--- config.mk ---
export PLATFORM = sky130hd
export DESIGN_NAME = seq_alu
export DESIGN_NICKNAME = d
export VERILOG_FILES = /design/src/rtl/seq_alu.sv
export SDC_FILE = /design/constraint.sdc
export NUM_CORES = 1
export LEC_CHECK = 0
export BUFFER_PORTS_ARGS = -buffer_cell sky130_fd_sc_hd__buf_4
export CAP_MARGIN = 25
export CORE_UTILIZATION = 60
export DETAILED_ROUTE_END_ITERATION = 16
export PLACE_DENSITY_LB_ADDON = 0.08
export SYNTH_ARGS = -nofsm -noshare
export SYNTH_HDL_FRONTEND = slang
export SYNTH_SLANG_ARGS = --single-unit
--- constraint.sdc ---
create_clock -name CLK -period 5.42 [get_ports CLK]
set_clock_uncertainty 0.15 [all_clocks]
set_input_delay 0.813 -clock CLK [delete_from_list [all_inputs] [get_ports CLK]]
set_output_delay 0.813 -clock CLK [all_outputs]
set_load 0.03 [all_outputs]
--- src/rtl/seq_alu.sv ---
// Multi-cycle ALU: single-cycle logic/arith ops plus iterative multiply and shifts.
// One result per START, reported with a one-cycle DONE pulse.
module seq_alu #(
    parameter int WIDTH = 8,
    parameter int CNT_W = 6
) (
    input  logic             CLK,
    input  logic             RESET_N,
    input  logic             START,
    input  logic [2:0]       SELECT,
    input  logic [WIDTH-1:0] DATA1,
    input  logic [WIDTH-1:0] DATA2,
    output logic [WIDTH-1:0] RESULT,
    output logic             ZERO,
    output logic             CARRY,
    output logic             BUSY,
    output logic             DONE
);

    localparam logic [2:0] OP_FWD = 3'b000;
    localparam logic [2:0] OP_ADD = 3'b001;
    localparam logic [2:0] OP_AND = 3'b010;
    localparam logic [2:0] OP_OR  = 3'b011;
    localparam logic [2:0] OP_SUB = 3'b100;
    localparam logic [2:0] OP_MUL = 3'b101;
    localparam logic [2:0] OP_SLL = 3'b110;
    localparam logic [2:0] OP_SRA = 3'b111;

    localparam logic [CNT_W-1:0] W_CNT = CNT_W'(WIDTH);
    localparam logic [WIDTH-1:0] W_VAL = WIDTH'(WIDTH);

    typedef enum logic {IDLE, EXEC} state_t;

    state_t           state, state_n;
    logic [CNT_W-1:0] cnt, cnt_n;
    logic [WIDTH-1:0] hi, hi_n;
    logic [WIDTH-1:0] lo, lo_n;
    logic [WIDTH-1:0] mc, mc_n;
    logic [2:0]       op, op_n;

    logic [WIDTH-1:0] cur_hi, cur_lo, cur_mc;
    logic [WIDTH:0]   sum;
    logic [WIDTH-1:0] mul_hi, mul_lo, sll_v, sra_v;
    logic [WIDTH:0]   add_v, sub_v;
    logic [CNT_W-1:0] shamt;

    logic             fin;
    logic [WIDTH-1:0] fin_res;
    logic             fin_c;

    // The first iteration runs on the START edge, straight from the inputs.
    always_comb begin
        if (state == IDLE) begin
            cur_hi = '0;
            cur_mc = DATA1;
            cur_lo = (SELECT == OP_MUL) ? DATA2 : DATA1;
        end else begin
            cur_hi = hi;
            cur_mc = mc;
            cur_lo = lo;
        end
    end

    assign sum    = {1'b0, cur_hi} + {1'b0, (cur_lo[0] ? cur_mc : '0)};
    assign mul_hi = sum[WIDTH:1];
    assign mul_lo = {sum[0], cur_lo[WIDTH-1:1]};
    assign sll_v  = {cur_lo[WIDTH-2:0], 1'b0};
    assign sra_v  = {cur_lo[WIDTH-1], cur_lo[WIDTH-1:1]};

    assign add_v = {1'b0, DATA1} + {1'b0, DATA2};
    assign sub_v = {1'b0, DATA1} - {1'b0, DATA2};
    assign shamt = (DATA2 > W_VAL) ? W_CNT : CNT_W'(DATA2);

    always_comb begin
        state_n = state;
        cnt_n   = cnt;
        hi_n    = hi;
        lo_n    = lo;
        mc_n    = mc;
        op_n    = op;
        fin     = 1'b0;
        fin_res = RESULT;
        fin_c   = 1'b0;
        unique case (state)
            IDLE: begin
                if (START) begin
                    unique case (SELECT)
                        OP_FWD: begin fin = 1'b1; fin_res = DATA2; end
                        OP_ADD: begin
                            fin = 1'b1;
                            fin_res = add_v[WIDTH-1:0];
                            fin_c = add_v[WIDTH];
                        end
                        OP_AND: begin fin = 1'b1; fin_res = DATA1 & DATA2; end
                        OP_OR:  begin fin = 1'b1; fin_res = DATA1 | DATA2; end
                        OP_SUB: begin
                            fin = 1'b1;
                            fin_res = sub_v[WIDTH-1:0];
                            fin_c = sub_v[WIDTH];
                        end
                        OP_MUL: begin
                            hi_n = mul_hi;
                            lo_n = mul_lo;
                            mc_n = DATA1;
                            op_n = SELECT;
                            cnt_n = W_CNT - 1'b1;
                            state_n = EXEC;
                        end
                        OP_SLL, OP_SRA: begin
                            if (shamt == '0) begin
                                fin = 1'b1;
                                fin_res = DATA1;
                            end else if (shamt == CNT_W'(1)) begin
                                fin = 1'b1;
                                fin_res = (SELECT == OP_SLL) ? sll_v : sra_v;
                                fin_c = (SELECT == OP_SLL) ? DATA1[WIDTH-1] : DATA1[0];
                            end else begin
                                lo_n = (SELECT == OP_SLL) ? sll_v : sra_v;
                                op_n = SELECT;
                                cnt_n = shamt - 1'b1;
                                state_n = EXEC;
                            end
                        end
                    endcase
                end
            end
            EXEC: begin
                cnt_n = cnt - 1'b1;
                if (op == OP_MUL) begin
                    hi_n = mul_hi;
                    lo_n = mul_lo;
                end else begin
                    lo_n = (op == OP_SLL) ? sll_v : sra_v;
                end
                if (cnt == CNT_W'(1)) begin
                    fin = 1'b1;
                    state_n = IDLE;
                    if (op == OP_MUL) begin
                        fin_res = mul_lo;
                        fin_c = |mul_hi;
                    end else if (op == OP_SLL) begin
                        fin_res = sll_v;
                        fin_c = lo[WIDTH-1];
                    end else begin
                        fin_res = sra_v;
                        fin_c = lo[0];
                    end
                end
            end
        endcase
    end

    always_ff @(posedge CLK or negedge RESET_N) begin
        if (!RESET_N) begin
            state  <= IDLE;
            cnt    <= '0;
            hi     <= '0;
            lo     <= '0;
            mc     <= '0;
            op     <= '0;
            RESULT <= '0;
            ZERO   <= 1'b0;
            CARRY  <= 1'b0;
            DONE   <= 1'b0;
        end else begin
            state <= state_n;
            cnt   <= cnt_n;
            hi    <= hi_n;
            lo    <= lo_n;
            mc    <= mc_n;
            op    <= op_n;
            DONE  <= fin;
            if (fin) begin
                RESULT <= fin_res;
                ZERO   <= (fin_res == '0);
                CARRY  <= fin_c;
            end
        end
    end

    assign BUSY = (state == EXEC);

endmodule

# Word-level counts from Yosys, hierarchy flattened
# Index checks and enable logic that the tools add are counted.
# op_classes
addsub	5
magnitude_cmp	1
n_eq_ne	19
mux	53
n_bitwise	3
n_reduce_logical	11
# op_table
op	n
$mux 8	18
$pmux 8 s2	4
$pmux 8 s6	1
$mux 6	4
$pmux 6 s2	2
$add 8x8->9	2
$eq 3x3->1 const B	6
$mux 1	15
$eq 6x1->1 const B	2
$sub 6x1->6 const B	2
$pmux 1 s2	5
$sub 8x8->9	1
$and 8x8->8	1
$gt 8x4->1 const B	1
$logic_not 8->1	1
$or 8x8->8	1
$reduce_or 8->1	1
$eq 3x2->1 const B	2
$logic_not 6->1	1
$mux 3	2
$ne 2x2->1 const B	3
$ne 3x3->1 const B	2
$pmux 3 s2	1
$reduce_and 3->1	2
11 further kinds	12
# word_totals
ff_bits	45
inputBits	22
out_inout_bits	12
wordCells	102

# Longest topological paths before layout
# depth
ltp_word	10
depth_mapped	18

# Least setup slack after synthesis
# No wires, ideal clock.
# synth_timing
path_kind	in2reg
start	input SELECT[1]
end	register CARRY
setup_time_ns	0.126
t_arrival_ns	4.302
required_ns	5.144
setup_slack_ns	0.842
cell_stages	16
n_path_buf	3
cell_sequence	buf_2 nand3b_1 buf_2 nor3_1 a211o_1 clkbuf_1 or2_2 fa_1 nor2b_1 o21ai_0 a21boi_0 o21ai_0 a21boi_0 o21ai_0 or4b_2 a221o_1
# synth_between
elab_chain_cells	9
word_cells_on_any_way	26
classes_between	add/sub: 1; eq/ne: 7; mux: 14; reduce/logical: 4
# synth_rtl
item	line	text
start, declared	10	input logic [2:0] SELECT,
$eq 3x3->1	56	cur_lo = (SELECT == OP_MUL) ? DATA2 : DATA1;
$mux 8	56	
$mux 8	53	if (state == IDLE) begin
$mux 8	64	assign sum = {1'b0, cur_hi} + {1'b0, (cur_lo[0] ? cur_mc : '0)};
$add 8x8->9	64	
$reduce_or 8->1	140	fin_c = |mul_hi;
$mux 1	138	if (op == OP_MUL) begin
$mux 1	135	if (cnt == CNT_W'(1)) begin
$pmux 1 s2	84	unique case (state)
end signal, assigned	176	CARRY <= fin_c;
end, declared	15	output logic CARRY,
# Several ways; a longest one is shown, not always the timed one.
# A chain may end at the register's enable or synchronous reset.

# Final worst setup path
# Same ends and word-level chain as after synthesis.

==> results.py <==
metrics = {
    "run_status": {
        "status": "complete, no violations",
    },
    "grt": {
        "grt_pass1_vias": 3981,
        "grt_pass1_wl_mm": 20.1,
        "overflow": 0,
        "antenna_found_initial": 0,
        "grt_max_degree": 46,
        "grt_use_total": 0.337,
    },
    "route": {
        "wl_mm": 12.9,
        "maxUsedRoutingLayer": "met4",
        "num_vias": 4496,
        "wl_per_cell_microns": 19.0,
        "met3WireLength_mm": 1.15,
        "drcViolationCount": 0,
        "via_per_inst": 6.63,
        "drt-met1-wl_mm": 5.75,
        "drt_pass1_iterations": 5,
        "drtIter0Drc": 479,
        "route.met2.wl_mm": 5.78,
        "postRouteAntennaNets": 0,
    },
    "die": {
        "coreArea_sq_um": 7250,
        "die_h_microns": 88.8,
        "num_rows": 31,
        "die-area_sq_um": 7890,
        "dieWidth_microns": 88.8,
        "io_pins": 34,
        "start_util": 0.624,
    },
    "worst_setup_path": {
        "cp.depth": 14,
        "worstSetupPathType": "primary input to flip-flop",
        "slowest_delay_ns": 0.63,
        "reg2reg_depth": 13,
        "r2r-start": "BUSY",
        "r2r-end": "CARRY",
        "crit_arrival_ns": 4.65,
        "startpoint": "SELECT[1]",
        "cp_cell_sequence": "buf_4 -> and3b_1 -> nor3_1 -> a211o_1 -> or2_2 -> fa_1 -> nor2b_1 -> o21ai_0 -> a21boi_0 -> o21ai_0 -> a21boi_0 -> o21ai_0 -> or4b_2 -> a221o_1",
        "required_ns": 5.45,
        "end_kind": "flip-flop",
        "r2r_slack_ns": 1.08,
        "path_common_cell": "o21ai_0",
        "path_max_fanout": 21,
        "crit_buf_inv": 1,
        "cpLargestDelayFamily": "compound AO/OA/AOI/OAI gates",
        "worst_setup_path_start_kind": "primary input",
        "slowest_stage": "or4b_2",
    },
    "sta": {
        "fin_setup_tns_ns": 0,
        "tightest_slew_ns": 0.906,
        "fin_ws_ns": 0.801,
        "setup_violations": 0,
        "hold_viol": 0,
        "drv_slew": 0,
        "maxSlewHeadroom": 0.394,
        "clock.fmax_ghz": 0.217,
        "hold_ws_ns": 0.343,
        "min_period_over_period": 0.852,
        "period_needed_ns": 4.62,
        "rsz0062_at_grt": "false",
    },
    "cts": {
        "cts_buffers": 5,
        "htreeDepth": 2,
        "cts_tree": "yes",
        "clock-root-buffer": "clkbuf_8",
        "clock_path_buffers": 2,
        "cts.sinks": 45,
        "clk_latency_ns": 0.30,
        "cts_resized": 0,
        "post_cts_buffers": 0,
        "path_clk_slew_ns": 0.08,
        "ctsHoldBuffers": 0,
    },
    "layout": {
        "nets": 640,
        "multi_input_area_sq_um": 3100,
        "syn2layout_area_growth_pct": 7.96,
        "mostFrequentLayoutCells": "57 x nor2_1, 50 x nand2_1, 46 x inv_1",
        "mostFrequentLayoutCell": "nor2_1",
        "antenna_cells": 0,
        "regArea_sq_um": 1130,
        "drive_above_1_share": 0.130,
        "fillerInstances": 639,
    },
    "synthesis": {
        "ys.flop_type": "dfrtp_1",
        "synthCells": 566,
        "syn-num-nets": 628,
        "yosysWarnings": 0,
        "yosysTopAreaCell": "dfrtp_1",
        "synth-seq-cells": 45,
        "ys_types": 67,
        "synth_area_leaders": "dfrtp_1 25%, ha_1 10%, nor2_1 4.7%, mux2_2 4.2%, nand2_1 4.1%",
        "synth_seq_area_share": 0.249,
        "avgSynthCellArea_sq_um": 7.99,
        "synth_top_area_frac": 0.249,
        "synth_area_sq_um": 4520,
        "synth_edf_count": 0,
        "async_reset_ff_frac": 1.00,
    },
    "place": {
        "dp_hpwl_mm": 9.56,
        "io_buffer_count": 33,
        "gp_congestion": 0.972,
        "pre_cts_slack_ns": 0.540,
    },
    "power_and_ir_drop": {
        "power.density_nw_per_um2": 442,
        "p_leak_uw": 0.00223,
        "ir_worst_vdd_mv": 0.304,
    },
    "min_path": {
        "hp-class": "primary input to async pin",
    },
    "job": {
        "maxCapViolations": 0,
    },
}
## per-stage QoR
| step | total power, uW | std cells | util | instance area, sq um |
|---|---|---|---|---|
| final | 2160 | 678 | 0.673 | 4880 |
| after global routing | 2320 | 678 | 0.673 | 4880 |
| after CTS | 2140 | 678 | 0.673 | 4880 |
| after detailed placement | 1930 | 670 | 0.662 | 4800 |
| after global placement | 1900 | 670 | 0.662 | 4800 |
| after floorplan | 1580 | 566 | - | 4520 |
## synth_stat cells (all sizes together), types with 8 or more instances
library cell,instances
and2,10
dfrtp,45
o211ai,9
a21oi,32
o21ai,37
xnor2,8
ha,37
clkbuf,25
nand3,13
nor2,57
nand2,50
mux2,17
a211oi,8
inv,46
nor4,9
a22oi,13
nor3,13
mux2i,17
## worst max path at each step
stage | endpoint
after global placement | CARRY
after CTS | CARRY
final | CARRY
after detailed placement | CARRY
after floorplan | CARRY
after global routing | CARRY
## kinds of logic (layout without fill, tap and decap cells)
logic type               count (synthesis)  in the layout  share of synthesized area
adder cells (fa/ha/maj)                 40             40                      0.116
flip-flops                              45             45                      0.249
XOR/XNOR                                12             12                     0.0232
AO/OA/AOI/OAI                          162            162                      0.250
AND/OR/NAND/NOR                        194            194                      0.212
buffers and inverters                   78             91                     0.0658
multiplexers                            35             35                     0.0849
## worst register-to-register path, stage by stage (launching register included)
cell	delay, ns
dfrtp_2	0.55
buf_4	0.47
inv_1	0.38
nand2_1	0.21
a21oi_1	0.10
ha_1	0.36
nor2b_1	0.14
o21ai_0	0.09
a21boi_0	0.25
o21ai_0	0.14
a21boi_0	0.30
o21ai_0	0.13
or4b_2	0.63
a221o_1	0.33
## where the power goes
group          internal, uW  switching (uW)
Clock                  89.5             113
Sequential              495             142
Combinational           540             779
## state kept, by name (all words and copies together), names as in the netlist
register and count:
hi 8, op 3, ZERO 1, CARRY 1, RESULT 8, cnt 6, mc 8, lo 8
BUSY 1, DONE 1
## area by class of cell
type | count | share of cell area
clock inverters | 2 | 0.00205
clock buffers | 6 | 0.0149
multi-input cells | 443 | 0.635
flip-flops and latches | 45 | 0.231
well taps | 99 | 0.0254
inverters | 46 | 0.0353
repair buffers | 37 | 0.0569
## per-layer routing
metal,global-route usage,vias to the layer above
li1,-,2093
met1,0.481,2126
met2,0.537,254
met3,0.0485,23
met4,0.0836,0
met5,0,-
Note: power is estimated with default switching activity, not from simulation.
